`src/rtl/ps2_rx.sv`:
```
`timescale 1ns / 1ps
`default_nettype none
// ============================================================================
// Module     : ps2_rx
// Description: PS/2 device-to-host receiver. Synchronises and glitch-filters
//              the bus, deserialises 11-bit frames and strobes out good bytes.
//              Optional inter-bit watchdog enabled by defining PS2_RX_TIMEOUT_EN.
// Revision   : 1.0 - initial release
// ============================================================================
module ps2_rx #(
  parameter int SYNC_STAGES = 2,
  parameter int FILT_LEN    = 4,
  parameter int CLK_FREQ_HZ = 100_000_000,
  parameter int TIMEOUT_US  = 200
) (
  input  logic       clk,
  input  logic       reset,
  input  logic       ps2_clk,
  input  logic       ps2_data,
  output logic [7:0] rx_data,
  output logic       rx_done,
  output logic       rx_err
);

  localparam int TIMEOUT_CYC = CLK_FREQ_HZ / 1_000_000 * TIMEOUT_US;
  localparam int FW          = (FILT_LEN > 2) ? $clog2(FILT_LEN) : 1;
  localparam logic [FW-1:0] FILT_MAX = FW'(FILT_LEN - 1);

  localparam logic [1:0] IDLE   = 2'd0;
  localparam logic [1:0] DATA   = 2'd1;
  localparam logic [1:0] PARITY = 2'd2;
  localparam logic [1:0] STOP   = 2'd3;

  generate
    if (SYNC_STAGES < 2 || FILT_LEN < 2 || TIMEOUT_CYC < 2) begin : g_bad_param
      $error("ps2_rx: illegal parameter combination");
    end
  endgenerate

  logic [SYNC_STAGES-1:0] clk_sync;
  logic [SYNC_STAGES-1:0] data_sync;
  logic                   sclk;
  logic                   sdata;
  logic                   filt_clk;
  logic [FW-1:0]          filt_cnt;
  logic                   fe;
  logic [1:0]             state;
  logic [2:0]             bitcnt;
  logic [7:0]             shreg;
  logic                   parity;
  logic                   timeout;

  assign sclk  = clk_sync[SYNC_STAGES-1];
  assign sdata = data_sync[SYNC_STAGES-1];

  // Synchronisers come out of reset at the idle level so release is edge-free.
  always_ff @(posedge clk or posedge reset) begin
    if (reset) begin
      clk_sync  <= '1;
      data_sync <= '1;
    end else begin
      clk_sync  <= {clk_sync[SYNC_STAGES-2:0], ps2_clk};
      data_sync <= {data_sync[SYNC_STAGES-2:0], ps2_data};
    end
  end

  // Filtered clock follows only after FILT_LEN consecutive samples of the new level.
  always_ff @(posedge clk or posedge reset) begin
    if (reset) begin
      filt_clk <= 1'b1;
      filt_cnt <= '0;
      fe       <= 1'b0;
    end else begin
      fe <= 1'b0;
      if (sclk == filt_clk) begin
        filt_cnt <= '0;
      end else if (filt_cnt == FILT_MAX) begin
        filt_clk <= sclk;
        filt_cnt <= '0;
        fe       <= ~sclk;
      end else begin
        filt_cnt <= filt_cnt + 1'b1;
      end
    end
  end

`ifdef PS2_RX_TIMEOUT_EN
  localparam int TO_W = $clog2(TIMEOUT_CYC + 1);
  logic [TO_W-1:0] to_cnt;

  always_ff @(posedge clk or posedge reset) begin
    if (reset) begin
      to_cnt <= '0;
    end else if (state == IDLE || fe || timeout) begin
      to_cnt <= '0;
    end else begin
      to_cnt <= to_cnt + 1'b1;
    end
  end

  assign timeout = (state != IDLE) && (to_cnt == TO_W'(TIMEOUT_CYC - 1));
`else
  assign timeout = 1'b0;
`endif

  // Timeout has priority over a coincident falling edge.
  always_ff @(posedge clk or posedge reset) begin
    if (reset) begin
      state   <= IDLE;
      bitcnt  <= 3'd0;
      shreg   <= 8'd0;
      parity  <= 1'b0;
      rx_data <= 8'd0;
      rx_done <= 1'b0;
      rx_err  <= 1'b0;
    end else begin
      rx_done <= 1'b0;
      rx_err  <= 1'b0;
      if (timeout) begin
        state  <= IDLE;
        bitcnt <= 3'd0;
        rx_err <= 1'b1;
      end else if (fe) begin
        case (state)
          IDLE: begin
            if (!sdata) begin
              state  <= DATA;
              bitcnt <= 3'd0;
            end
          end
          DATA: begin
            shreg  <= {sdata, shreg[7:1]};
            bitcnt <= bitcnt + 3'd1;
            if (bitcnt == 3'd7) begin
              state <= PARITY;
            end
          end
          PARITY: begin
            parity <= sdata;
            state  <= STOP;
          end
          STOP: begin
            if (sdata && (^{shreg, parity})) begin
              rx_data <= shreg;
              rx_done <= 1'b1;
            end else begin
              rx_err <= 1'b1;
            end
            state <= IDLE;
          end
          default: state <= IDLE;
        endcase
      end
    end
  end

endmodule
`default_nettype wire

```
`config.mk`:
```
export PLATFORM = sky130hd
export DESIGN_NAME = ps2_rx
export DESIGN_NICKNAME = d
export VERILOG_FILES = /design/src/rtl/ps2_rx.sv
export SDC_FILE = /design/constraint.sdc
export NUM_CORES = 1
export LEC_CHECK = 0
export ABC_CLOCK_PERIOD_IN_PS = 1800
export CORE_UTILIZATION = 49
export CTS_CLUSTER_SIZE = 30
export DETAILED_ROUTE_END_ITERATION = 7
export HOLD_SLACK_MARGIN = 0.15
export PLACE_DENSITY_LB_ADDON = 0.12
export SLEW_MARGIN = 20
export SYNTH_ARGS = -nofsm -noshare
export SYNTH_HDL_FRONTEND = slang
export SYNTH_SLANG_ARGS = --single-unit
```
`constraint.sdc`:
```
create_clock -name clk -period 1.8 [get_ports clk]
set_input_delay 0.36 -clock clk [delete_from_list [all_inputs] [get_ports clk]]
set_output_delay 0.36 -clock clk [all_outputs]
set_load 0.1 [all_outputs]
```
# Word-level counts from Yosys, hierarchy flattened
# Cells that the tools add are included.
[totals]
ff_bits = 32
word_cells = 49
ram_bits = 0
mem_count = 0
latch_bits = 0
mem_bits_ro = 0
out_inout_bits = 10
[op_classes]
mul = 0
bitwise_logic = 2
shifts = 0
eq_ne = 8
n_lt_le_gt_ge = 0
n_addsub = 2
reduce_logical = 10
n_div = 0
muxes = 15
[op_table]
columns = ["operator", "n"]
rows = [
  ["$reduce_and 3->1", 3],
  ["$reduce_xor 9->1", 1],
  ["$mux 1", 8],
  ["$mux 2", 4],
  ["$pmux 2 s4", 1],
  ["$eq 2x2->1 const B", 3],
  ["$pmux 3 s2", 1],
  ["$reduce_and 2->1", 3],
  ["$ne 2x2->1 const B", 2],
  ["$add 3x1->3 const B", 1],
  ["$eq 3x3->1 const B", 1],
  ["$mux 3", 1],
  ["$add 2x1->2 const B", 1],
  ["$eq 2x1->1 const B", 1],
  ["$logic_not 2->1", 1],
  ["$not 1->1", 2],
  ["$reduce_bool 2->1", 1],
  ["$eq 1x1->1", 1],
  ["$logic_and 1x1->1", 1],
]

# Longest topological paths before layout
# Gate-level depths: netlist (run 1).
[logic_depth]
word_depth = 5
mapped_depth = 6
mapped_depth_nobuf = 6

# Least setup slack after synthesis (run 1)
# No wires, ideal clock.
[synth_path]
kind = "reg-to-reg"
from = "register shreg[0]"
to = "register rx_data[0]"
stages_incl_launch_ff = 5
setup_time_ns = 0.126
path_slack_ns = 0.004
arrival_ns = 1.670
n_path_buf = 0
path_cell_list = "dfrtp_1 xor2_1 xnor3_2 mux2i_4 mux2_2"
[synth_via]
elab_chain_cells = 3
[synth_rtl]
columns = ["item", "line", "text"]
rows = [
  ["start: declaration", "49", "logic [7:0] shreg;"],
  ["start signal: assignment", "132", "shreg <= {sdata, shreg[7:1]};"],
  ["$reduce_xor 9->1", "143", "if (sdata && (^{shreg, parity})) begin"],
  ["$logic_and 1x1->1", "143", ""],
  ["$reduce_and 3->1 (no source line)", "n/a", ""],
  ["end signal: assignment", "144", "rx_data <= shreg;"],
  ["end: declaration", "20", "output logic [7:0] rx_data,"],
]
# Several ways; a longest one is shown, not always the timed one.
# A chain may end at the register's enable or synchronous reset.

# Worst setup path after layout (run 1)
[layout_path]
from = "register shreg[0]"
to = "register rx_data[4]"
[layout_via]
elab_chain_cells = 3
[layout_rtl]
columns = ["item", "line"]
rows = [
  ["$reduce_xor 9->1", "143"],
  ["$logic_and 1x1->1", "143"],
  ["$reduce_and 3->1 (no source line)", "n/a"],
]
# Every way passes these cells.

==> key figures, run 1 <==
Critical path
  – Crit path capture type: register
  – Register-to-Register Path Depth: 5
  – Crit path required time: 2.03 ns
  – WP depth: 5
  – Type of the worst setup path: register to register
  – Max Fanout on Critical Path: 9
  – CP Cell Sequence: xor2_1 > xnor3_2 > mux2i_4 > buf_12 > mux2_2
  – Startpoint types: register
  – Reg-to-reg slack, setup: -0.04 ns
  – FF-to-FF Start: shreg[0]
  – Largest stage delay on the critical path: 0.43 ns
  – Cell family with most CP delay: XOR/XNOR gates
  – CP bufs+invs: 1
  – R2r endpoint: rx_data[4]
  – WP data arrival: around 2.1 ns
  – CP max stage cell: xnor3_2

Routing
  – Routed Antenna Nets: 0
  – M1 WL: ~940 um
  – Final WL: approximately 2300 um
  – Met2 WL: around 1100 um
  – Number of detailed-route iterations in the first pass: 4
  – Vias: approximately 840
  – Drt drc: 0
  – Initial DRC Count: 23
  – Highest metal used: met4
  – Avg WL per Cell: 14.7 um
  – Met3 Wirelength: around 100 um
  – DR vias/cell: 5.41

Synthesis
  – Mapped Nets: around 100
  – Post-synthesis sequential area ratio: between 50% and 60%
  – Post-Synth Simple-Gate Area: roughly 4.6%
  – Compound-cell area share of the yosys netlist: 5.00%
  – Mux contribution to synthesized area: ~16%
  – Adder-cell area share of the yosys netlist: 6.48%
  – XOR/XNOR Fraction of Synth Area: 6.75%
  – Warnings, synthesis: 0
  – Seq cells post-synth: 32
  – Main combinational cell family by area after synthesis: multiplexers
  – Netlist cell types: 21
  – Mapped cell area: about 1400 um2
  – Post-Syn Instances: between 90 and 100
  – Post-Syn Area per Cell: 14.5 um2

Timing
  – Final worst-path cycle share: 102%
  – Setup TNS: -0.153 ns
  – Final worst slack: -0.0380 ns
  – Crit path time final: between 1.5 and 2 ns
  – Final setup violating endpoints: 7
  – Rel. slew slack: between 70 and 80%
  – Skew final: approximately 0.0016 ns
  – Slew @ Worst Pin: about 0.38 ns
  – Minimum hold slack: about 0.27 ns
  – Slew Limit Fails: 0
  – RSZ-0062 raised after global routing: true
  – Fmax: ~0.54 GHz
  – Final hold violations: 0

Status
  – Outcome: finished, violations left
  – Failing checks: negative setup slack

Clock tree
  – Deepest clock path buffer count: 2
  – Worst-path clk slew: roughly 0.1 ns
  – Post-CTS Hold Buffers: 0
  – Later-pin clock latency in the skew report: 0.33 ns
  – Root Buffer: clkbuf_4
  – Sinks on the clock net: 32
  – CTS tree: yes
  – CTS H-Tree Depth: 2
  – Inserted Clock Buffers: 5

Floorplan
  – Die ar.: 2970 um2
  – Core Area: roughly 2500 um2
  – Num rows: 18
  – I/O pin count: 14
  – Die X: 54.5 um
  – Die height: approximately 55 um
  – Starting Density: 53.1%

Power
  – Pwr per Cell Area: between 800 and 900 nW/um2
  – Clock Power Share: 34.1%
  – Switching pwr: around 0.42 mW
  – Leak: between 0.9 and 1 nW
  – Cell internal pwr: ~1.2 mW
  – Sequential share of power: 52.0%
  – Peak VDD IR: around 0.77 mV
  – Combinational share of power: 13.8%
  – Final Power: 1.60 mW
  – Sw Share: approximately a quarter

Global route
  – GRT overflow: 0
  – First-pass GRT wire length: 3790 um
  – Global-route usage over all layers: 19.9%
  – Vias in the first global route: around 840
  – Pin count of the biggest net entering global routing: 14
  – Initial antenna violation count: 0

Layout
  – Post-layout util: a little under three quarters
  – Commonest cells after routing, fill and taps aside: dfrtp_1, mux2_2, buf_12
  – Fillers: approximately 180
  – Proportion of layout cells with a drive suffix above 1: 43.2%
  – # nets final: ~140
  – Area delta synth->final: 34.4%
  – Most common cell after layout, fill and taps aside: dfrtp_1
  – ANT cells: 0

Place
  – Worst slack, placed: -0.0246 ns
  – Post-DP HPWL: approximately 1600 um
  – Placer's final routability congestion estimate: just over 0.7
  – PortBufs: 13

Run
  – Max-cap viol count: 0

Hold path
  – Hold Crit Class: primary input to asynchronous set/reset pin
==> cell usage after synthesis (all sizes together) <==
cell type	n	share of area, %
mux2	17	14
a21boi	1	0.56
nand2	6	1.7
xnor2	3	1.9
nand3	1	0.37
xor2	2	1.3
nor2b	2	0.92
and3b	1	0.65
inv	6	1.7
a21oi	1	0.37
nor2	1	0.28
o21ai	5	1.8
dfrtp	27	50
a32o	2	1.5
nor3	2	0.74
dfstp	5	9.7
ha	7	6.5
o211a	1	0.74
xnor3	1	1.8
mux2i	1	1.7
xor3	1	1.8
==> power by group through the flow <==
stage	clock network [mW]	logic, mW	registers, mW
after floorplan	0	0.157	0.835
after global placement	0	0.202	0.839
after detailed placement	0	0.226	0.845
after CTS	0.569	0.221	0.832
after global routing	0.588	0.255	0.838
final	0.546	0.221	0.832
==> how the worst max path moves through the flow <==
stage,end,start,slack [ns]
finish,rx_data[4],shreg[0],-0.04
global placement,rx_data[1],shreg[0],0.01
CTS,rx_data[7],shreg[0],-0.04
detailed placement,rx_data[2],shreg[0],-0.02
floorplan,rx_data[0],shreg[0],0.004
global route,rx_data[3],shreg[0],-0.09
==> flip-flops by register name, summed over array words and instances, names as in the netlist <==
name	count
rx_data	8
shreg	8
bitcnt	3
clk_sync	2
data_sync	2
filt_cnt	2
state	2
fe	1
filt_clk	1
parity	1
rx_done	1
rx_err	1
==> logic make-up (layout without fill, tap and decap cells) <==
logic type / count (synthesis) / in the layout
xor gates and xnor gates: 7 / 7
DFF: 32 / 32
adders and majority gates: 7 / 7
and+or+nand+nor: 13 / 13
muxes: 18 / 18
buffers and inverters: 6 / 38
AOI/OAI and AO/OA: 10 / 10
==> final cells by class <==
cell class,count,area (um2),share of cell area [%]
sequential,32,807,44.4
clock inverter,3,42.5,2.34
tap,30,37.5,2.06
multi-input combinational,55,546,30.0
clock buffer,5,37.5,2.06
inverter,6,22.5,1.24
timing repair buffer,24,325,17.9
==> through the flow <==
| step | std cells | cell area [um2] |
|---|---|---|
| final | 155 | 1820 |
| after global routing | 155 | 1820 |
| after CTS | 155 | 1810 |
| after detailed placement | 147 | 1720 |
| after global placement | 147 | 1720 |
| after floorplan | 93 | 1350 |
==> routing by layer <==
metal / vias up / track usage (%)
met1: 416 / 21.9
met2: 28 / 31.5
met4: 0 / 16.2
met5: - / 0
met3: 12 / 5.83
li1: 383 / -
==> repair_timing <==
action / 4_1_cts / 5_1_grt
setup endpoints to repair: 8 / 8
setup buffers: 0 / 0
pin swaps: 1 / 0
endpoints found under the hold margin: 0 / 0
resized for setup: 2 / 3
Note: power is estimated with default switching activity, not from simulation.
==> run 2, diff against run 1 <==
--- a/config.mk
+++ b/config.mk
@@ -9,8 +9,7 @@
 export CORE_UTILIZATION = 49
 export CTS_CLUSTER_SIZE = 30
 export DETAILED_ROUTE_END_ITERATION = 7
-export HOLD_SLACK_MARGIN = 0.15
-export PLACE_DENSITY_LB_ADDON = 0.12
+export PLACE_DENSITY = 0.73
 export SLEW_MARGIN = 20
 export SYNTH_ARGS = -nofsm -noshare
 export SYNTH_HDL_FRONTEND = slang
==> run 2 against run 1 <==
Effect of this change:
- the flow still finishes with violations (negative setup slack)
- combinational power decreased by 4%
- global-route usage increased by 0.14 points
- critical path depth unchanged
- final cell count increased by 2.6%
- power increased by 3.8%
- clock skew increased by 0.0020 ns
- design area increased by 3.0%
- routed wire length increased by 1.6%
- clock power increased by 12%
- fmax about the same
- first-iteration DRC count decreased by 26%
==> key figures, run 2 (synthesis results as in run 1) <==
Status
  – Outcome: finished, violations left
  – Failing checks: negative setup slack

Place
  – PortBufs: 13
  – Placed cell areas: around 1700 um2
  – Post-DP HPWL: 1470 um
  – Placer's final routability congestion estimate: 0.727

Critical path
  – Largest stage delay on the critical path: approximately 0.48 ns
  – WP data arrival: 2.06 ns
  – Register-to-Register Path Depth: 5
  – Type of the worst setup path: register to register
  – Reg-to-reg slack, setup: -0.04 ns
  – Crit path required time: between 2 and 2.5 ns
  – FF-to-FF Start: shreg[1]
  – Startpoint types: register
  – Crit path capture type: register
  – CP Cell Sequence: xor2_1 > xnor3_2 > mux2i_4 > buf_6 > mux2_4
  – CP max stage cell: xnor3_2
  – R2r endpoint: rx_data[1]
  – Max Fanout on Critical Path: 5

Layout
  – Area delta synth->final: 38.5%
  – Proportion of layout cells with a drive suffix above 1: 45.0%
  – Top flop regs: rx_data: 8 flops, shreg: 8 flops, bitcnt: 3 flops
  – Commonest cells after routing, fill and taps aside: dfrtp_1, buf_4, buf_12
  – # nets final: 139
  – Design Area, Final: around 1900 um2
  – ANT cells: 0
  – Most common cell after layout, fill and taps aside: dfrtp_1

Hold path
  – Hold Crit Class: register to register
  – Hold Path End: clk_sync[1]
  – WHS Path Cells: 0
  – Hold Path Origin: clk_sync[0]

Timing
  – RSZ-0062 raised after global routing: true
  – Slew Limit Fails: 0
  – Rel. slew slack: around 74%
  – Fmax: ~0.54 GHz
  – Final worst-path cycle share: 102%
  – Skew final: between 0.003 and 0.004 ns
  – Minimum hold slack: ~0.36 ns
  – Crit path time final: ~1.8 ns
  – Slew @ Worst Pin: about 0.38 ns
  – Final worst slack: -0.0366 ns
  – Final setup violating endpoints: 8
  – Final hold violations: 0

Clock tree
  – CTS tree: yes
  – Later-pin clock latency in the skew report: between 0.3 and 0.4 ns
  – CTS H-Tree Depth: 2
  – Inserted Clock Buffers: 5
  – Root Buffer: clkbuf_4
  – Sinks on the clock net: 32
  – Deepest clock path buffer count: 2
  – Worst-path clk slew: roughly 0.1 ns

Routing
  – Routed Antenna Nets: 0
  – Final WL: 2320 um
  – Avg WL per Cell: 14.6 um
  – Initial DRC Count: 17
  – DR vias/cell: 5.22
  – Vias: 830
  – Number of detailed-route iterations in the first pass: 4
  – Drt drc: 0

Floorplan
  – Die height: between 50 and 60 um
  – I/O pin count: 14
  – Starting Density: between 50% and 60%
  – Die ar.: 2970 um2
  – Num rows: 18
  – Core Area: ~2500 um2
  – Die X: around 55 um

Power
  – Leak: 0.960 nW
  – Peak VDD IR: 0.821 mV
  – Pwr per Cell Area: 886 nW/um2
  – Final Power: around 1.7 mW

Global route
  – Initial antenna violation count: 0
  – Vias in the first global route: 860
  – First-pass GRT wire length: about 3800 um
  – Pin count of the biggest net entering global routing: 33
  – GRT overflow: 0
  – Global-route usage over all layers: around a fifth

Run
  – Max-cap viol count: 0
## run 2: layer usage
metal	routed length, um	share of wire, %	vias to the layer above	track usage, %
met5	0	0	-	0
met4	91	3.9	0	14.5
met3	76	3.3	9	5.83
met2	1220	53	23	34.6
met1	931	40	403	20.4
li1	-	-	395	-
## run 2: what timing repair did
action | CTS | global route
buffers inserted | 4 | 2
pin swaps | 2 | 2
gates resized for setup | 11 | 0
endpoints found under the setup margin | 8 | 8
hold buffers | 0 | 0
## run 2: how the worst max path moves through the flow
stage               startpoint    endpoint  slack [ns]  cells past startpoint
floorplan             shreg[0]  rx_data[0]       0.004                      4
global placement      shreg[0]  rx_data[3]       -0.06                      4
detailed placement    shreg[0]  rx_data[6]        -0.1                      4
CTS                   shreg[2]  rx_data[1]       -0.03                      5
global route          shreg[1]  rx_data[3]        -0.1                      5
finish                shreg[1]  rx_data[1]       -0.04                      5
## run 2: report_power, final
| part | leakage (nW) | internal [mW] | total (mW) | switching, mW |
|---|---|---|---|---|
| sequential | 0.427 | 0.789 | 0.834 | 0.0456 |
| clock | 0.0515 | 0.369 | 0.614 | 0.245 |
| combinational | 0.482 | 0.106 | 0.212 | 0.106 |
## run 2: critical path, delay by kind of cell (launching register included)
family / cells / cell delay [ns]
xor+xnor: 2 / 0.66
mux: 2 / 0.51
flops: 1 / 0.40
buf+inv: 1 / 0.16
## run 2: layout make-up
class	count	area (um2)
Clock inverter	1	30.0
Tap cell	30	37.5
Clock buffer	7	65.1
Sequential cell	32	807
Multi-Input combinational cell	55	561
Timing Repair Buffer	28	350
Fill cell	161	672
Inverter	6	22.5
## run 2: stage by stage
| step | cells | setup TNS, ns | util (%) | setup WS (ns) |
|---|---|---|---|---|
| 2_1_floorplan | 93 | 0 | - | 0.00408 |
| 3_3_place_gp | 145 | -0.445 | 66.3 | -0.0564 |
| 3_5_place_dp | 145 | -0.759 | 66.3 | -0.0962 |
| 4_1_cts | 157 | -0.158 | 73.0 | -0.0260 |
| 5_1_grt | 159 | -0.679 | 73.6 | -0.0960 |
| 6_report | 159 | -0.205 | 73.6 | -0.0366 |
==> run 3, diff against run 2 <==
--- a/config.mk
+++ b/config.mk
@@ -6,10 +6,9 @@
 export NUM_CORES = 1
 export LEC_CHECK = 0
 export ABC_CLOCK_PERIOD_IN_PS = 1800
-export CORE_UTILIZATION = 49
+export CORE_UTILIZATION = 25
 export CTS_CLUSTER_SIZE = 30
 export DETAILED_ROUTE_END_ITERATION = 7
-export PLACE_DENSITY = 0.73
 export SLEW_MARGIN = 20
 export SYNTH_ARGS = -nofsm -noshare
 export SYNTH_HDL_FRONTEND = slang
==> run 3 against run 2 <==
Effect of this change:
- the run still ends with negative setup slack left
- global-route usage decreased by 11 points
- utilization decreased by 37 points
- routed wire length decreased by 5.2%
- clock power decreased by 9.4%
- clock-buffer cell count unchanged
- register-to-register slack about the same
- design area about the same
- first-iteration DRC count increased by 71%
- clock skew increased by 0.0038 ns
- critical path type unchanged
==> key figures, run 3 (synthesis results as in run 1) <==
Routing
  – Final WL: approximately 2200 um
  – Number of detailed-route iterations in the first pass: 3
  – DR vias/cell: just over 4
  – Routed Antenna Nets: 0
  – Vias: about 800
  – Avg WL per Cell: 11.1 um
  – Drt drc: 0
  – Initial DRC Count: 29

Status
  – Failing checks: negative setup slack
  – Outcome: finished, violations left

Layout
  – Top flop regs: rx_data: 8 flops, shreg: 8 flops, bitcnt: 3 flops
  – Finished Layout Cells: 197
  – Fillers: 503
  – Most common cell after layout, fill and taps aside: dfrtp_1
  – # nets final: 137
  – ANT cells: 0
  – Post-layout util: a little over a third
  – Commonest cells after routing, fill and taps aside: dfrtp_1, mux2_2, buf_4
  – Area delta synth->final: 38.6%
  – Proportion of layout cells with a drive suffix above 1: 42.5%

Critical path
  – Max Fanout on Critical Path: 9
  – Critical Path Source: shreg[2]
  – WP data arrival: roughly 2 ns
  – Type of the worst setup path: register to register
  – CP Cell Sequence: xnor2_1 > xnor3_2 > mux2i_4 > buf_12 > mux2_2
  – Register-to-Register Path Depth: 5
  – FF-to-FF Start: shreg[2]
  – Crit path required time: between 1.5 and 2 ns
  – Largest stage delay on the critical path: 0.48 ns
  – Startpoint types: register
  – CP max stage cell: xnor3_2
  – Crit path capture type: register

Power
  – Final Power: 1.61 mW
  – Peak VDD IR: 0.745 mV
  – Pwr per Cell Area: ~860 nW/um2
  – Leak: 0.916 nW

Floorplan
  – Starting Density: between 20% and 30%
  – Num rows: 26
  – I/O pin count: 14
  – Die height: about 76 um
  – Die X: between 70 and 80 um
  – Core Area: around 5200 um2
  – Die ar.: roughly 5700 um2

Global route
  – Vias in the first global route: about 880
  – GRT overflow: 0
  – Global-route usage over all layers: around a tenth
  – Pin count of the biggest net entering global routing: 33
  – Initial antenna violation count: 0
  – First-pass GRT wire length: between 3000 and 4000 um

Timing
  – Final setup violating endpoints: 8
  – Slew Limit Fails: 0
  – Skew final: roughly 0.0074 ns
  – Slew @ Worst Pin: around 0.4 ns
  – Rel. slew slack: between 70% and 80%
  – RSZ-0062 raised after global routing: true
  – Crit path time final: 1.84 ns
  – Fmax: between 0.5 and 0.6 GHz
  – Final worst slack: -0.0420 ns
  – Final worst-path cycle share: 102%
  – Final hold violations: 0

Place
  – Placer's final routability congestion estimate: 0.740
  – DP Cell Count: approximately 190
  – PortBufs: 13
  – Worst slack, placed: -0.0513 ns
  – Post-DP HPWL: 1610 um

Clock tree
  – Sinks on the clock net: 32
  – Post-CTS Hold Buffers: 0
  – Deepest clock path buffer count: 2
  – Resized cells post-CTS: 0
  – Inserted Clock Buffers: 5
  – CTS H-Tree Depth: 2
  – Later-pin clock latency in the skew report: between 0.2 and 0.3 ns
  – Root Buffer: clkbuf_8
  – CTS tree: yes
  – Worst-path clk slew: roughly 0.070 ns

Run
  – Max-cap viol count: 0

Hold path
  – WHS Path Cells: 0
  – Hold Crit Class: register to register
  – Hold Path Origin: clk_sync[0]
run 3: cell type report:
type	count	area (um2)	share of cell area, %
multi-input combinational	55	523	27.9
inverter	6	22.5	1.20
sequential	32	807	43.1
tap	70	87.6	4.67
clock buffer	7	86.3	4.61
clock inverter	1	7.51	0.401
timing repair buffer	26	340	18.2
run 3: final timing paths:
check                      slack (ns)      endpoint
min reg2reg                      0.36   clk_sync[1]
max reg2reg                     -0.04    rx_data[5]
min in group asynchronous        0.47        parity
max                             -0.04    rx_data[5]
min                              0.36   clk_sync[1]
max in group asynchronous        1.00  data_sync[0]
run 3: power breakdown:
part / internal (mW) / total [mW] / switching [mW]
combinational: 0.108 / 0.220 / 0.112
sequential: 0.790 / 0.832 / 0.0416
clock: 0.310 / 0.556 / 0.246
total: 1.21 / 1.61 / 0.400
run 3: per-layer routing:
metal	vias to the layer above	share of wire (%)	track usage [%]
met4	0	1.7	4.94
met5	-	0	0
li1	385	-	-
met1	393	43	10.3
met2	19	51	15.4
met3	4	4.4	3.97
run 3: stage by stage:
stage          TNS [ns]  hold slack [ns]  instance area [um2]
2_1_floorplan         0            0.345                 1350
3_3_place_gp    -0.0276            0.347                 1770
3_5_place_dp     -0.335            0.348                 1770
4_1_cts          -0.442            0.357                 1860
5_1_grt          -0.909            0.369                 1870
6_report         -0.305            0.356                 1870
run 3: critical path: cells and delay by family, from the launching register on:
kind,cells,cell delay (ns)
muxes,2,0.53
DFF,1,0.40
xor gates and xnor gates,2,0.63
buffers and inverters,1,0.15
run 3: repair_timing:
action,CTS,global route
setup endpoints to repair,8,8
buffers inserted,0,2
endpoints found under the hold margin,0,0
pin swaps,0,2
